<file path="src/rtl/instr_fetch.sv">
// Instruction-fetch stage: owns the PC, drives the instruction-memory read
// port and holds the IF/ID pipeline register. Honours decode stalls, takes
// EX redirects with a one-slot flush, and stops fetching after a HLT is
// committed past decode.
//
// Ports:
//   clk, rst          clock, asynchronous active-high reset
//   bubble            stall request from decode (hold PC and IF/ID)
//   redirect          taken branch / JAL / JR resolved in EX
//   redirect_pc       redirect target PC
//   im_addr           instruction-memory address (the PC register)
//   im_re             instruction-memory read enable
//   im_rdata          instruction word, same-cycle read of im_addr
//   if_id_instr       IF/ID instruction
//   if_id_pc_plus1    IF/ID PC+1 (JAL link value)
//   if_id_valid       IF/ID holds a real instruction
//   halted            fetch has permanently stopped
module instr_fetch #(
   parameter logic [15:0] RESET_PC = 16'h0000,
   parameter logic [15:0] NOP      = 16'hB000
) (
   input  logic        clk,
   input  logic        rst,
   input  logic        bubble,
   input  logic        redirect,
   input  logic [15:0] redirect_pc,
   output logic [15:0] im_addr,
   output logic        im_re,
   input  logic [15:0] im_rdata,
   output logic [15:0] if_id_instr,
   output logic [15:0] if_id_pc_plus1,
   output logic        if_id_valid,
   output logic        halted
);

   localparam int unsigned W = 16;

   typedef enum logic [1:0] {
      RUN       = 2'd0,
      HALT_PEND = 2'd1,
      HALTED    = 2'd2
   } state_t;

   state_t       state, state_n;
   logic [W-1:0] pc_n, instr_n, pc_plus1_n;
   logic         valid_n;
   logic [W-1:0] pc_inc;
   logic         is_hlt;

   assign pc_inc = im_addr + W'(1);
   assign is_hlt = (im_rdata[15:12] == 4'hF);

   // State, PC, IF/ID and the registered status outputs
   always_ff @(posedge clk or posedge rst) begin
      if (rst) begin
         state          <= RUN;
         im_addr        <= RESET_PC;
         if_id_instr    <= NOP;
         if_id_pc_plus1 <= '0;
         if_id_valid    <= 1'b0;
         im_re          <= 1'b1;
         halted         <= 1'b0;
      end else begin
         state          <= state_n;
         im_addr        <= pc_n;
         if_id_instr    <= instr_n;
         if_id_pc_plus1 <= pc_plus1_n;
         if_id_valid    <= valid_n;
         im_re          <= (state_n == RUN);
         halted         <= (state_n == HALTED);
      end
   end

   // Next-state and datapath selection
   always_comb begin
      state_n    = state;
      pc_n       = im_addr;
      instr_n    = if_id_instr;
      pc_plus1_n = if_id_pc_plus1;
      valid_n    = if_id_valid;
      case (state)
         RUN: begin
            // Redirect wins over a stall: the stalled ID instruction is younger
            if (redirect) begin
               pc_n       = redirect_pc;
               instr_n    = NOP;
               pc_plus1_n = '0;
               valid_n    = 1'b0;
            end else if (!bubble) begin
               instr_n    = im_rdata;
               pc_plus1_n = pc_inc;
               valid_n    = 1'b1;
               if (is_hlt) state_n = HALT_PEND;
               else        pc_n    = pc_inc;
            end
         end
         HALT_PEND: begin
            // A redirect here means the HLT was fetched on a wrong path
            if (redirect) begin
               pc_n       = redirect_pc;
               instr_n    = NOP;
               pc_plus1_n = '0;
               valid_n    = 1'b0;
               state_n    = RUN;
            end else if (!bubble) begin
               instr_n    = NOP;
               pc_plus1_n = '0;
               valid_n    = 1'b0;
               state_n    = HALTED;
            end
         end
         default: begin
            state_n = HALTED;
         end
      endcase
   end

endmodule
</file>
<file path="config.mk">
export PLATFORM = sky130hd
export DESIGN_NAME = instr_fetch
export DESIGN_NICKNAME = d
export VERILOG_FILES = /design/src/rtl/instr_fetch.sv
export SDC_FILE = /design/constraint.sdc
export NUM_CORES = 1
export LEC_CHECK = 0
export CORE_ASPECT_RATIO = 1.1
export CORE_UTILIZATION = 46
export DETAILED_ROUTE_END_ITERATION = 16
export DONT_BUFFER_PORTS = 1
export PLACE_DENSITY = 0.7
export SLEW_MARGIN = 15
export SYNTH_ARGS = -nofsm -noshare
export SYNTH_HDL_FRONTEND = slang
export SYNTH_SLANG_ARGS = --single-unit
</file>
<file path="constraint.sdc">
create_clock -name clk -period 5.8 [get_ports clk]
set_input_delay 1.16 -clock clk [delete_from_list [all_inputs] [get_ports clk]]
set_output_delay 1.16 -clock clk [all_outputs]
set_load 0.01 [all_outputs]
</file>
After elaboration in Yosys (flattened, before gate mapping)
Cells that the tools add are included.
Widths: inputs -> output; s select.
Cells by class
  add/subtract/negate cells: 1
  equality and inequality tests: 7
  muxes and demuxes: 26
  reductions and logical operators: 5
Operators with widths (number)
  $mux 16: 12
  $pmux 16 s2: 3
  $add 16x1->16 const B: 1
  $mux 2: 5
  $ne 3x3->1 const B: 3
  $eq 4x4->1 const B: 1
  $logic_not 2->1: 2
  $mux 1: 4
  $pmux 2 s2: 1
  $reduce_and 4->1: 1
  $reduce_and 3->1: 1
  $eq 2x1->1 const B: 1
  $eq 2x2->1 const B: 1
  $ne 2x2->1 const B: 1
  $pmux 1 s2: 1
  $reduce_bool 2->1: 1
Word-level totals
  register bits after elaboration: 53
  output and inout bits: 51
  logic and storage cells: 46

Longest topological paths before layout
  depth after elaboration: 6
  gate-level depth with buffers: 7
  mapped depth without buffers: 5

Worst setup path before layout
No wires, ideal clock.
  kind: input port to flip-flop
  start: input bubble
  end: register im_addr[10]
  data arrival time: 2.350 ns
  data required time: 5.731 ns
  path slack: 3.382 ns
  stages on the path: 6
  buffers on the path: 2
  cells stage by stage: clkbuf_1 -> nor3_1 -> a21oi_1 -> clkbuf_1 -> or4_1 -> nand3_1
On the way
  longest elaborated chain between the ends: 2
RTL lines
  from (decl): line 24  | input logic bubble,
  $ne 3x3->1 (no source line)
  $reduce_and 4->1 (no source line)
  to (signal assigned): line 65  | im_addr <= pc_n;
  to (decl): line 27  | output logic [15:0] im_addr,
No other way between the ends.
A chain may end at the register's enable or synchronous reset.

Worst setup path in the final report
  start: input redirect
  end: register if_id_instr[1]
On the way
  longest elaborated chain between the ends: 2
RTL lines
  from (decl): line 25  | input logic redirect,
  $ne 3x3->1 (no source line), or another cell as far along
  $reduce_and 3->1 (no source line) / $pmux 16 s2 (equally long branches)
  to (signal assigned): line 66  | if_id_instr <= instr_n;
  to (decl): line 30  | output logic [15:0] if_id_instr,
Several ways; a longest one is shown, not always the timed one.

==> impl_metrics.env <==
export IMPL_num_rows=28
export IMPL_cp_start_kind="input pin"
export IMPL_worstPathArrival_ps=3140
export IMPL_async_reset_ff_share_pct=100
export IMPL_slowest_delay_ps=930
export IMPL_vias=1953
export IMPL_cp_max_fo=37
export IMPL_synth_edf_count=0
export IMPL_place_congestion=0.844
export IMPL_cts_made_buffers=5
export IMPL_min_period_ps=2930
export IMPL_clkLatencyLatePin_ps=320
export IMPL_io_pins=87
export IMPL_path_clk_slew_ps=100
export IMPL_cts_hold_buf=0
export IMPL_power_density_mw_per_mm2=253
export IMPL_grt_pass1_vias=1855
export IMPL_slew_violations=0
export IMPL_syn_mean_instance_area_um2=10.1
export IMPL_cp_required_ps=6010
export IMPL_initial_core_util_pct=47.7
export IMPL_ir_drop_mv=0.0952
export IMPL_synthesis_nets=292
export IMPL_fin_crit_sh_pct=50.6
export IMPL_synth_main_ff_cell="dfrtp_1"
export IMPL_drt_first_pass_iters=4
export IMPL_wl_um=6010
export IMPL_fmax_ghz=0.341
export IMPL_syn2layout_area_growth_pct=4.62
export IMPL_h_tree_depth=2
export IMPL_io_buffer_count=0
export IMPL_synth_cell_types=40
export IMPL_die_w_um=73.3
export IMPL_antenna_found_initial=0
export IMPL_drtIter0Drc=92
export IMPL_antennaDiodeCount=0
export IMPL_hp_class="flip-flop to flip-flop"
export IMPL_core_mm2=0.00540
export IMPL_synth_seq_area_share_pct=51.8
export IMPL_p_leak_nw=1.15
export IMPL_dp_hpwl_um=4270
export IMPL_dp_cells=312
export IMPL_ant_nets=0
export IMPL_cts_buffer_depth=2
export IMPL_grt_total_usage_pct=21.6
export IMPL_worst_setup_path_end_kind="flip-flop"
export IMPL_drv_cap=0
export IMPL_cp_slowest_cell="a21o_1"
export IMPL_cts_resized=0
export IMPL_post_cts_setup_buffers=0
export IMPL_grt_pass1_wl_um=9620
export IMPL_vias_per_cell=6.10
export IMPL_worst_setup_path_type="input pin to flip-flop"
export IMPL_worstMarginPinSlew_ps=1140
export IMPL_finalClockSkew_ps=12.5
export IMPL_yosys_register_bits=53
export IMPL_setup_tns_ps=0
export IMPL_grt_ovfl_total=0
export IMPL_fillCellCount=531
export IMPL_relSlewSlack_pct=24.2
export IMPL_dieArea_mm2=0.00589
export IMPL_yosys_warnings=0
export IMPL_post_route_cells_drive_above_1_share_pct=8.57
export IMPL_crit_chain="inv_1, a21o_1, nor2_1, a22o_1"
export IMPL_cts_tree="yes"
export IMPL_grt_max_degree=54
export IMPL_clock_sinks=53
export IMPL_die_h_um=80.4
export IMPL_final_cell_count_no_fill=320
export IMPL_wire_per_inst_um=18.8
export IMPL_root_buffer="clkbuf_8"
export IMPL_drc=0
export IMPL_syn_inst=255
export IMPL_grt_setup_unrepaired="no"
export IMPL_finalHoldViolCount=0
export IMPL_finalSetupViolations=0
export IMPL_final_nets=281
export IMPL_status="completed"
export IMPL_syn_cell_area_mm2=0.00257
-- critical path: cells and delay by family --
kind / cells / cell delay [ps]
AOI/OAI and AO/OA: 2 / 1230
and+or+nand+nor: 1 / 480
buffers and inverters: 1 / 250
-- kinds of logic (layout without fill, tap and decap cells) --
family / Yosys count / in the layout / synth area share [%]
compound gates: 82 / 82 / 21.7
simple gates: 71 / 71 / 14.6
flops: 53 / 53 / 51.8
buf+inv: 29 / 19 / 4.77
xor+xnor: 14 / 14 / 4.77
mux: 5 / 5 / 1.95
fa+ha+maj: 1 / 1 / 0.487
-- per-stage QoR --
| stage | hold WS, ps | setup WS, ps | instance area (µm²) | total power, W | utilization, % |
|---|---|---|---|---|---|
| 2_1_floorplan | 473 | 3360 | 2570 | 0.000453 | - |
| 3_3_place_gp | 533 | 2650 | 2590 | 0.000464 | 48.0 |
| 3_5_place_dp | 514 | 2500 | 2590 | 0.000466 | 48.0 |
| 4_1_cts | 539 | 2850 | 2690 | 0.000689 | 49.8 |
| 5_1_grt | 590 | 2690 | 2690 | 0.000712 | 49.9 |
| 6_report | 542 | 2870 | 2690 | 0.000680 | 49.9 |
-- registers in the layout, summed over array words and instances, names as in the netlist --
register,count
if_id_pc_plus1,16
im_addr,16
im_re,1
state,2
halted,1
if_id_instr,16
if_id_valid,1
-- Yosys cell counts, types with 7 or more instances --
| master | instances | area (µm²) |
|---|---|---|
| dfrtp_1 | 49 | 1230 |
| clkbuf_1 | 8 | 30.0 |
| nand4_1 | 7 | 43.8 |
| a21oi_1 | 16 | 80.1 |
| a2bb2oi_1 | 7 | 61.3 |
| o31ai_1 | 8 | 60.1 |
| buf_2 | 8 | 40.0 |
| xnor2_1 | 7 | 61.3 |
| a22o_1 | 13 | 114 |
| nand2_1 | 28 | 105 |
| o21ai_0 | 16 | 80.1 |
| xor2_1 | 7 | 61.3 |
| nand3_1 | 12 | 60.1 |
| inv_1 | 9 | 33.8 |
-- layout by cell type (no fill, tap or decap), drive strengths merged, types with 2 or more instances in the layout --
master / count
o31ai: 8
o22ai: 3
a31oi: 5
a22o: 13
nand3: 13
nor4: 2
buf: 2
a21o: 2
mux2i: 5
a2bb2oi: 7
nor2: 3
inv: 10
o22a: 5
or4: 6
nor3: 5
nand4: 8
dfstp: 4
dfrtp: 49
o21a: 2
clkinv: 2
a21oi: 16
clkbuf: 5
o21ai: 17
xor2: 7
nand2: 28
xnor2: 7
a32oi: 3
-- worst paths after layout --
| check | start | endpoint | slack, ps | depth (start not counted) |
|---|---|---|---|---|
| setup / recovery | redirect | if_id_instr[1]$_DFFE_PP0P_ | 2870 | 4 |
| hold / removal | state[1]$_DFF_PP0_ | im_re$_DFF_PP1_ | 540 | 1 |
| setup reg to reg | state[1]$_DFF_PP0_ | if_id_instr[1]$_DFFE_PP0P_ | 3430 | 4 |
| hold reg to reg | state[1]$_DFF_PP0_ | im_re$_DFF_PP1_ | 540 | 1 |
| max in group asynchronous | rst | im_addr[2]$_DFFE_PP0P_ | 4410 | 1 |
| min in group asynchronous | rst | im_addr[9]$_DFFE_PP0P_ | 880 | 1 |
-- power by group --
part	internal, W	switching [W]
Sequential	0.000384	0.0000276
Clock	0.0000904	0.000132
Combinational	0.0000188	0.0000284
-- per-layer routing --
metal	vias up	track usage, %	part of all wire (%)
li1	916	-	-
met1	971	27.1	42
met2	56	34.1	48
met3	10	7.40	7.9
met4	0	7.84	1.7
met5	-	0	0
-- area by class of cell --
type                    instances  area (µm²)  area share [%]
flip-flops and latches         53        1330            49.5
multi-input cells             173        1120            41.5
well taps                      75        93.8            3.49
clock buffers                   5        68.8            2.56
inverters                       9        35.0            1.30
clock inverters                 3        28.8            1.07
repair buffers                  2        15.0           0.558
(Power assumes the default switching activity.)
